<file path="src/rtl/cswap_pipe_if.sv">
// Handshake/data bundle for cswap_pipe: input beat (a, b, swap, mode) and
// output beat (aswap, bswap), each with its own valid/ready pair.
interface cswap_pipe_if #(
  parameter int unsigned WID   = 256,
  parameter int unsigned NLANE = 1
);
  localparam int unsigned DW = NLANE * WID;

  logic             in_vld;
  logic             in_rdy;
  logic             mode;
  logic [NLANE-1:0] swap;
  logic [DW-1:0]    a;
  logic [DW-1:0]    b;
  logic             out_vld;
  logic             out_rdy;
  logic [DW-1:0]    aswap;
  logic [DW-1:0]    bswap;
  logic             busy;

  // Upstream/downstream agent side
  modport master (
    output in_vld, mode, swap, a, b, out_rdy,
    input  in_rdy, out_vld, aswap, bswap, busy
  );

  // Pipeline side
  modport slave (
    input  in_vld, mode, swap, a, b, out_rdy,
    output in_rdy, out_vld, aswap, bswap, busy
  );
endinterface

</file>
<file path="src/rtl/cswap_pipe.sv">
// Two-stage constant-time conditional swap/move over NLANE lanes of WID bits.
// Optional CSWAP_PIPE_ZEROIZE_EN: wipe a stage's data/mask when it goes empty.
module cswap_pipe #(
  parameter int unsigned WID   = 256,
  parameter int unsigned NLANE = 1
) (
  input logic         clk,
  input logic         rst,
  cswap_pipe_if.slave io
);
  localparam int unsigned DW = NLANE * WID;

  logic          s1_vld;
  logic          s1_mode;
  logic [DW-1:0] s1_a;
  logic [DW-1:0] s1_b;
  logic [DW-1:0] s1_mask;

  logic          s2_vld;
  logic [DW-1:0] s2_a;
  logic [DW-1:0] s2_b;

  logic          rdy_c;
  logic          accept_c;
  logic          s1_adv_c;
  logic          pop_c;
  logic [DW-1:0] in_mask_c;
  logic [DW-1:0] ab_x_c;
  logic [DW-1:0] s2_a_nxt_c;
  logic [DW-1:0] s2_b_nxt_c;

  // Handshake control
  assign rdy_c    = ~s1_vld | ~s2_vld | io.out_rdy;
  assign accept_c = io.in_vld & rdy_c;
  assign s1_adv_c = s1_vld & (~s2_vld | io.out_rdy);
  assign pop_c    = s2_vld & io.out_rdy;

  // Per-lane mask: all-ones copy of swap bit ANDed with a^b; no data-driven select
  assign ab_x_c = io.a ^ io.b;
  always_comb begin
    in_mask_c = '0;
    for (int unsigned i = 0; i < NLANE; i++) begin
      in_mask_c[i*WID +: WID] = {WID{io.swap[i]}} & ab_x_c[i*WID +: WID];
    end
  end

  // Move mode suppresses the b-side flip by masking, not by selecting
  assign s2_a_nxt_c = s1_a ^ s1_mask;
  assign s2_b_nxt_c = s1_b ^ (s1_mask & {DW{~s1_mode}});

  // Stage 1: operands and mask
  always_ff @(posedge clk) begin
    if (rst) begin
      s1_vld  <= 1'b0;
      s1_mode <= 1'b0;
      s1_a    <= '0;
      s1_b    <= '0;
      s1_mask <= '0;
    end else if (accept_c) begin
      s1_vld  <= 1'b1;
      s1_mode <= io.mode;
      s1_a    <= io.a;
      s1_b    <= io.b;
      s1_mask <= in_mask_c;
    end else if (s1_adv_c) begin
      s1_vld  <= 1'b0;
`ifdef CSWAP_PIPE_ZEROIZE_EN
      s1_mode <= 1'b0;
      s1_a    <= '0;
      s1_b    <= '0;
      s1_mask <= '0;
`endif
    end
  end

  // Stage 2: results, held while downstream stalls
  always_ff @(posedge clk) begin
    if (rst) begin
      s2_vld <= 1'b0;
      s2_a   <= '0;
      s2_b   <= '0;
    end else if (s1_adv_c) begin
      s2_vld <= 1'b1;
      s2_a   <= s2_a_nxt_c;
      s2_b   <= s2_b_nxt_c;
    end else if (pop_c) begin
      s2_vld <= 1'b0;
`ifdef CSWAP_PIPE_ZEROIZE_EN
      s2_a   <= '0;
      s2_b   <= '0;
`endif
    end
  end

  assign io.in_rdy  = rdy_c;
  assign io.out_vld = s2_vld;
  assign io.aswap   = s2_a;
  assign io.bswap   = s2_b;
  assign io.busy    = s1_vld | s2_vld;
endmodule

</file>
<file path="src/flat_wrapper.sv">
// flat-port wrapper written by rule: the top's interface ports become plain ports
module cswap_pipe_flat 
#(
  parameter int unsigned WID   = 256,
  parameter int unsigned NLANE = 1
)
  (clk, rst, io_in_vld, io_mode, io_swap, io_a, io_b, io_out_rdy, io_in_rdy, io_out_vld, io_aswap, io_bswap, io_busy);
  cswap_pipe_if #(.WID(WID), .NLANE(NLANE)) io_i ();
  input logic clk;
  input logic rst;
  input wire logic [$bits(io_i.in_vld)-1:0] io_in_vld;
  input wire logic [$bits(io_i.mode)-1:0] io_mode;
  input wire logic [$bits(io_i.swap)-1:0] io_swap;
  input wire logic [$bits(io_i.a)-1:0] io_a;
  input wire logic [$bits(io_i.b)-1:0] io_b;
  input wire logic [$bits(io_i.out_rdy)-1:0] io_out_rdy;
  output wire logic [$bits(io_i.in_rdy)-1:0] io_in_rdy;
  output wire logic [$bits(io_i.out_vld)-1:0] io_out_vld;
  output wire logic [$bits(io_i.aswap)-1:0] io_aswap;
  output wire logic [$bits(io_i.bswap)-1:0] io_bswap;
  output wire logic [$bits(io_i.busy)-1:0] io_busy;
  assign io_i.in_vld = io_in_vld;
  assign io_i.mode = io_mode;
  assign io_i.swap = io_swap;
  assign io_i.a = io_a;
  assign io_i.b = io_b;
  assign io_i.out_rdy = io_out_rdy;
  assign io_in_rdy = io_i.in_rdy;
  assign io_out_vld = io_i.out_vld;
  assign io_aswap = io_i.aswap;
  assign io_bswap = io_i.bswap;
  assign io_busy = io_i.busy;
  cswap_pipe #(.WID(WID), .NLANE(NLANE)) u_core (.clk(clk), .rst(rst), .io(io_i));
endmodule
</file>
<file path="config.mk">
export PLATFORM = sky130hd
export DESIGN_NAME = cswap_pipe_flat
export DESIGN_NICKNAME = d
export VERILOG_FILES = /design/src/rtl/cswap_pipe_if.sv /design/src/rtl/cswap_pipe.sv /design/src/flat_wrapper.sv
export SDC_FILE = /design/constraint.sdc
export NUM_CORES = 2
export LEC_CHECK = 0
export BUFFER_PORTS_ARGS = -buffer_cell sky130_fd_sc_hd__buf_2
export CORE_AREA = 2 2 397 399
export DETAILED_ROUTE_END_ITERATION = 8
export DIE_AREA = 0 0 399 401
export SLEW_MARGIN = 20
export SYNTH_ARGS = -nofsm -noshare
export SYNTH_HDL_FRONTEND = slang
export SYNTH_SLANG_ARGS = --single-unit
export TNS_END_PERCENT = 1
</file>
<file path="constraint.sdc">
create_clock -name clk -period 4 [get_ports clk]
set_input_delay 0.4 -clock clk [delete_from_list [all_inputs] [get_ports clk]]
set_output_delay 0.4 -clock clk [all_outputs]
set_load 0.01 [all_outputs]
</file>
### Word level (Yosys, flattened, before mapping)

Index checks and enable logic that the tools add are counted.

* reductions and logical operators: 2
* shifts and indexed selects: 0
* $mul: 0
* equal/unequal tests: 0
* muxes and demuxes: 4
* $lt $le $gt $ge: 0
* bitwise logic cells: 15
* divide/modulo/power cells: 0
* add/sub/neg operators: 0

Operator list (count)
* $xor 256x256->256: 3
* $and 256x256->256: 2
* $mux 1: 4
* $or 1x1->1: 4
* $reduce_bool 2->1: 2
* $and 1x1->1: 3
* $not 1->1: 3

* output and inout bits: 515
* latch bits: 0
* RAM bits: 0
* word-level logic and storage cells: 29
* ROM bits: 0
* flip-flop bits (word level): 1283
* memories kept: 0

### Longest topological paths before layout

* depth after elaboration: 5
* mapped depth: 7
* gate-level depth less buffers: 3

### Least setup slack after synthesis

OpenSTA, ideal clock, no wires.

* kind: input to register
* start point: in io_out_rdy
* end point: reg u_core.s1_mask[245]
* setup slack: 2.465 ns
* cell stages on the path: 7
* setup time: 0.069 ns
* path buffers: 4
* required time: 3.931 ns
* data arrival time: 1.466 ns
* cells stage by stage: nand3b_1 and2_1 clkbuf_1 buf_4 buf_2 buf_2 o21ai_1

* word-level cells in the longest chain between the ends: 2

Ends and longest elaborated chain
* start, declared: line flat_wrapper.sv:16 `input wire logic [$bits(io_i.out_rdy)-1:0] io_out_rdy;`
* $or 1x1->1: line cswap_pipe.sv:33 `assign rdy_c = ~s1_vld | ~s2_vld | io.out_rdy;`
* $and 1x1->1: line cswap_pipe.sv:34 `assign accept_c = io.in_vld & rdy_c;`
* end signal, assigned: line cswap_pipe.sv:64 `s1_mask <= in_mask_c;`
* end, declared: line cswap_pipe.sv:17 `logic [DW-1:0] s1_mask;`

Every way passes these cells.
A chain may end at the register's enable or synchronous reset.

### Worst setup path in the final report

* start point: reg u_core.s1_vld
* end point: out io_in_rdy

* word-level cells in the longest chain between the ends: 3

Ends and longest elaborated chain
* start, declared: line cswap_pipe.sv:13 `logic s1_vld;`
* start signal, assigned: line cswap_pipe.sv:54 `s1_vld <= 1'b0;`
* start signal, assigned: line cswap_pipe.sv:60 `s1_vld <= 1'b1;`
* start signal, assigned: line cswap_pipe.sv:66 `s1_vld <= 1'b0;`
* $not 1->1: line cswap_pipe.sv:33
* $or 1x1->1 (2 in a row): line cswap_pipe.sv:33
* end, declared: line flat_wrapper.sv:17 `output wire logic [$bits(io_i.in_rdy)-1:0] io_in_rdy;`

Every way passes these cells.

==> impl_metrics.yaml <==
yosys:
  synth_top_family_by_area: "simple AND/OR/NAND/NOR gates"
  synth_compound_area_share_pct: 17.7
  synth_top_area_share_pct: 44.3
  synthCells: 6333
  synth_fa_ha_area_share_pct: 0
  ys_types: 20
  synth_area_leaders: "dfxtp_1 (44%), nand2b_1 (8.3%), nand4b_1 (7.7%), xnor2_1 (7.7%), a211oi_1 (6.6%)"
  synth_flop_cell: "dfxtp_1"
  synth.area.mux_share_pct: 0.0173
  synth_edf_count: 0
  synthArstFlopShare_pct: 0
  yosys.area_share.simple_pct: 21.6
  synthXorXnorAreaFrac_pct: 11.6
  synth_area_sq_um: 58000
  syn_area_per_cell_sq_um: 9.16
  yosysSeqAreaShare_pct: 44.3
  synth_top_area_cell: "dfxtp_1"
  ys_seq_elements: 1283
  yosysWarnings: 0
  syn_nets: 6851
placed_design:
  dp_hpwl_um: 134000
  io_buffer_count: 1032
  place.gp.congestion: 0.912
setup_path:
  crit_path_max_fanout: 84
  endpoint_kind: "primary output"
  crit_slowest_cell: "buf_4"
  cp.arrival_ps: 2600
  critPathBufInv: 2
  critPathLaunchType: "flop"
  crit_required_ps: 3600
  path_cells: "nand3b_1, buf_4, buf_2"
  critical-path-max-stage-delay_ps: 800
  crit_family: "buffers and inverters"
  worst-setup-path-type: "reg2out"
clock_network:
  clk_pin_slew_worst_paths_ps: 60
  cts-htree-levels: 4
  clk_latency_ps: 780
  cts_tree: "yes"
  cts.path.max_buffers: 3
  cts-buffers-inserted: 146
  clockRootBuffer: "clkbuf_16"
  post_cts_buffers: 0
  clock-sinks: 1283
sta:
  hold_viol: 0
  slew_headroom_pct: 25.8
  period_minus_slack_ps: 3000
  tightest_slew_ps: 1110
  setup_violations: 0
  fin_worst_skew_ps: 36.2
  setup_tns_ps: 0
  rsz0062_at_grt: "false"
  drv_slew: 0
  min_period_over_period_pct: 75.1
  fmax_mhz: 333
global_route:
  grt_pass1_wl_um: 313000
  grt_max_degree: 254
  grt_overflow: 0
  grt_antenna_before_repair: 40
  grt_pass1_vias: 49600
  grt_usage_pct: 24.9
die:
  fp-row-count: 145
  io_pins: 1033
  coreArea_sq_um: 156000
  die_h_um: 401
  die_w_um: 399
  die_area_sq_um: 160000
  start_util_pct: 37.3
routing:
  vias: 52400
  drt_iter0_drc: 4519
  totalWireLength_um: 210000
  drc: 0
  wl_per_cell_um: 21.7
  ant_nets: 0
  drt-pass1-iter-count: 8
  vias_per_cell: 5.42
power:
  leakage_nw: 27.2
  power_density_nw_per_um2: 441
  peakVddDrop_mv: 0.400
cells_and_area:
  fin_nets: 7970
  final_util_pct: 47.9
  drive_gt1_share_pct: 18.3
  syn_to_final_growth_pct: 28.5
worst_hold_path:
  hold_class: "in2reg"
status:
  status: "complete, no violations"
run:
  maxCapViolCount: 0
==> flip-flops by register name, indices dropped and copies added (netlist names) <==
name,flops
u_core.s1_b,256
u_core.io.aswap,256
u_core.s1_mask,256
u_core.s1_a,256
u_core.io.bswap,256
u_core.s1_mode,1
u_core.s1_vld,1
u_core.io.out_vld,1
==> final timing paths <==
| path | startpoint | to | slack, ps | cells after the start |
|---|---|---|---|---|
| setup / recovery | u_core.s1_vld | io_in_rdy | 1000 | 3 |
| setup reg to reg | u_core.s1_vld | u_core.s1_a[95] | 1580 | 5 |
| hold / removal | io_in_vld | u_core.s1_mask[239] | 90 | 3 |
| hold reg to reg | u_core.s1_b[167] | u_core.s1_b[167] | 470 | 2 |
==> worst reg2reg max path: cells and delay by family (launching register included) <==
| kind | cells | cell delay, ps |
|---|---|---|
| and+or+nand+nor | 2 | 800 |
| AOI/OAI and AO/OA | 1 | 140 |
| DFF | 1 | 440 |
| buffers and inverters | 2 | 950 |
==> routing by layer <==
metal  up-vias  part of all wire (%)  track usage, %
li1      24800                     -               -
met1     25300                    44            34.1
met2      1899                    44            37.0
met3       365                   7.8            6.15
met4        24                   4.2            10.4
met5         -                 0.070               0
==> Yosys cell counts (2+ instances only) <==
master,count
nand2b_1,771
buf_1,85
dfxtp_1,1283
o21ai_1,434
and2_1,2
a21oi_1,514
clkbuf_1,465
xor2_1,256
a211oi_1,512
xnor2_1,512
o21ai_0,334
nor2b_1,257
nand4b_1,512
buf_4,15
inv_1,2
nand4_1,256
buf_2,120
==> per-stage QoR <==
| stage | cell area (sq um) | hold slack, ps | total power, mW | setup slack (ps) | cells |
|---|---|---|---|---|---|
| floorplan | 58000 | 455 | 16.9 | 2460 | 6333 |
| global placement | 64300 | 463 | 18.6 | 1560 | 8849 |
| detailed placement | 64300 | 466 | 18.7 | 1540 | 8849 |
| CTS | 74500 | 44.3 | 33.1 | 940 | 9623 |
| global route | 74500 | 76.6 | 34.2 | 843 | 9648 |
| finish | 74600 | 85.3 | 32.9 | 997 | 9661 |
==> final cells by class <==
cell class / count / area (sq um)
clock buffers: 218 / 4410
repair buffers: 1656 / 11600
diodes: 38 / 95.1
clock inverters: 43 / 614
well taps: 2058 / 2570
fillers: 14700 / 81100
flip-flops and latches: 1283 / 25700
multi-input cells: 4363 / 29600
inverters: 2 / 7.51
==> cells by family (layout without fill, tap and decap cells) <==
group | count (synthesis) | in the layout
simple gates | 1800 | 1800
compound gates | 1794 | 1794
flops | 1283 | 1283
xor+xnor | 768 | 768
buf+inv | 687 | 1919
mux | 1 | 1
other cells | 0 | 38
==> placed cells by master (no fill, tap or decap), types with 74 or more instances in the layout <==
| cell | count |
|---|---|
| nand2b_1 | 770 |
| dfxtp_1 | 1281 |
| nand4b_1 | 512 |
| dlygate4sd3_1 | 513 |
| o21ai_1 | 434 |
| xnor2_1 | 512 |
| a21oi_1 | 514 |
| buf_4 | 74 |
| buf_2 | 1030 |
| o21ai_0 | 334 |
| nand4_1 | 256 |
| a211oi_1 | 512 |
| clkbuf_16 | 151 |
| xor2_1 | 256 |
| nor2b_1 | 256 |
==> timing repair <==
action	4_1_cts	5_1_grt
setup endpoints to repair	0	0
resized for setup	0	0
hold buffers	513	0
hold endpoints to repair	766	0
==> power by group <==
part | internal (mW) | switching, mW
clock network | 8.21 | 5.79
registers | 13.6 | 0.562
logic | 2.09 | 2.65
Power figures use the tool's default switching activity.
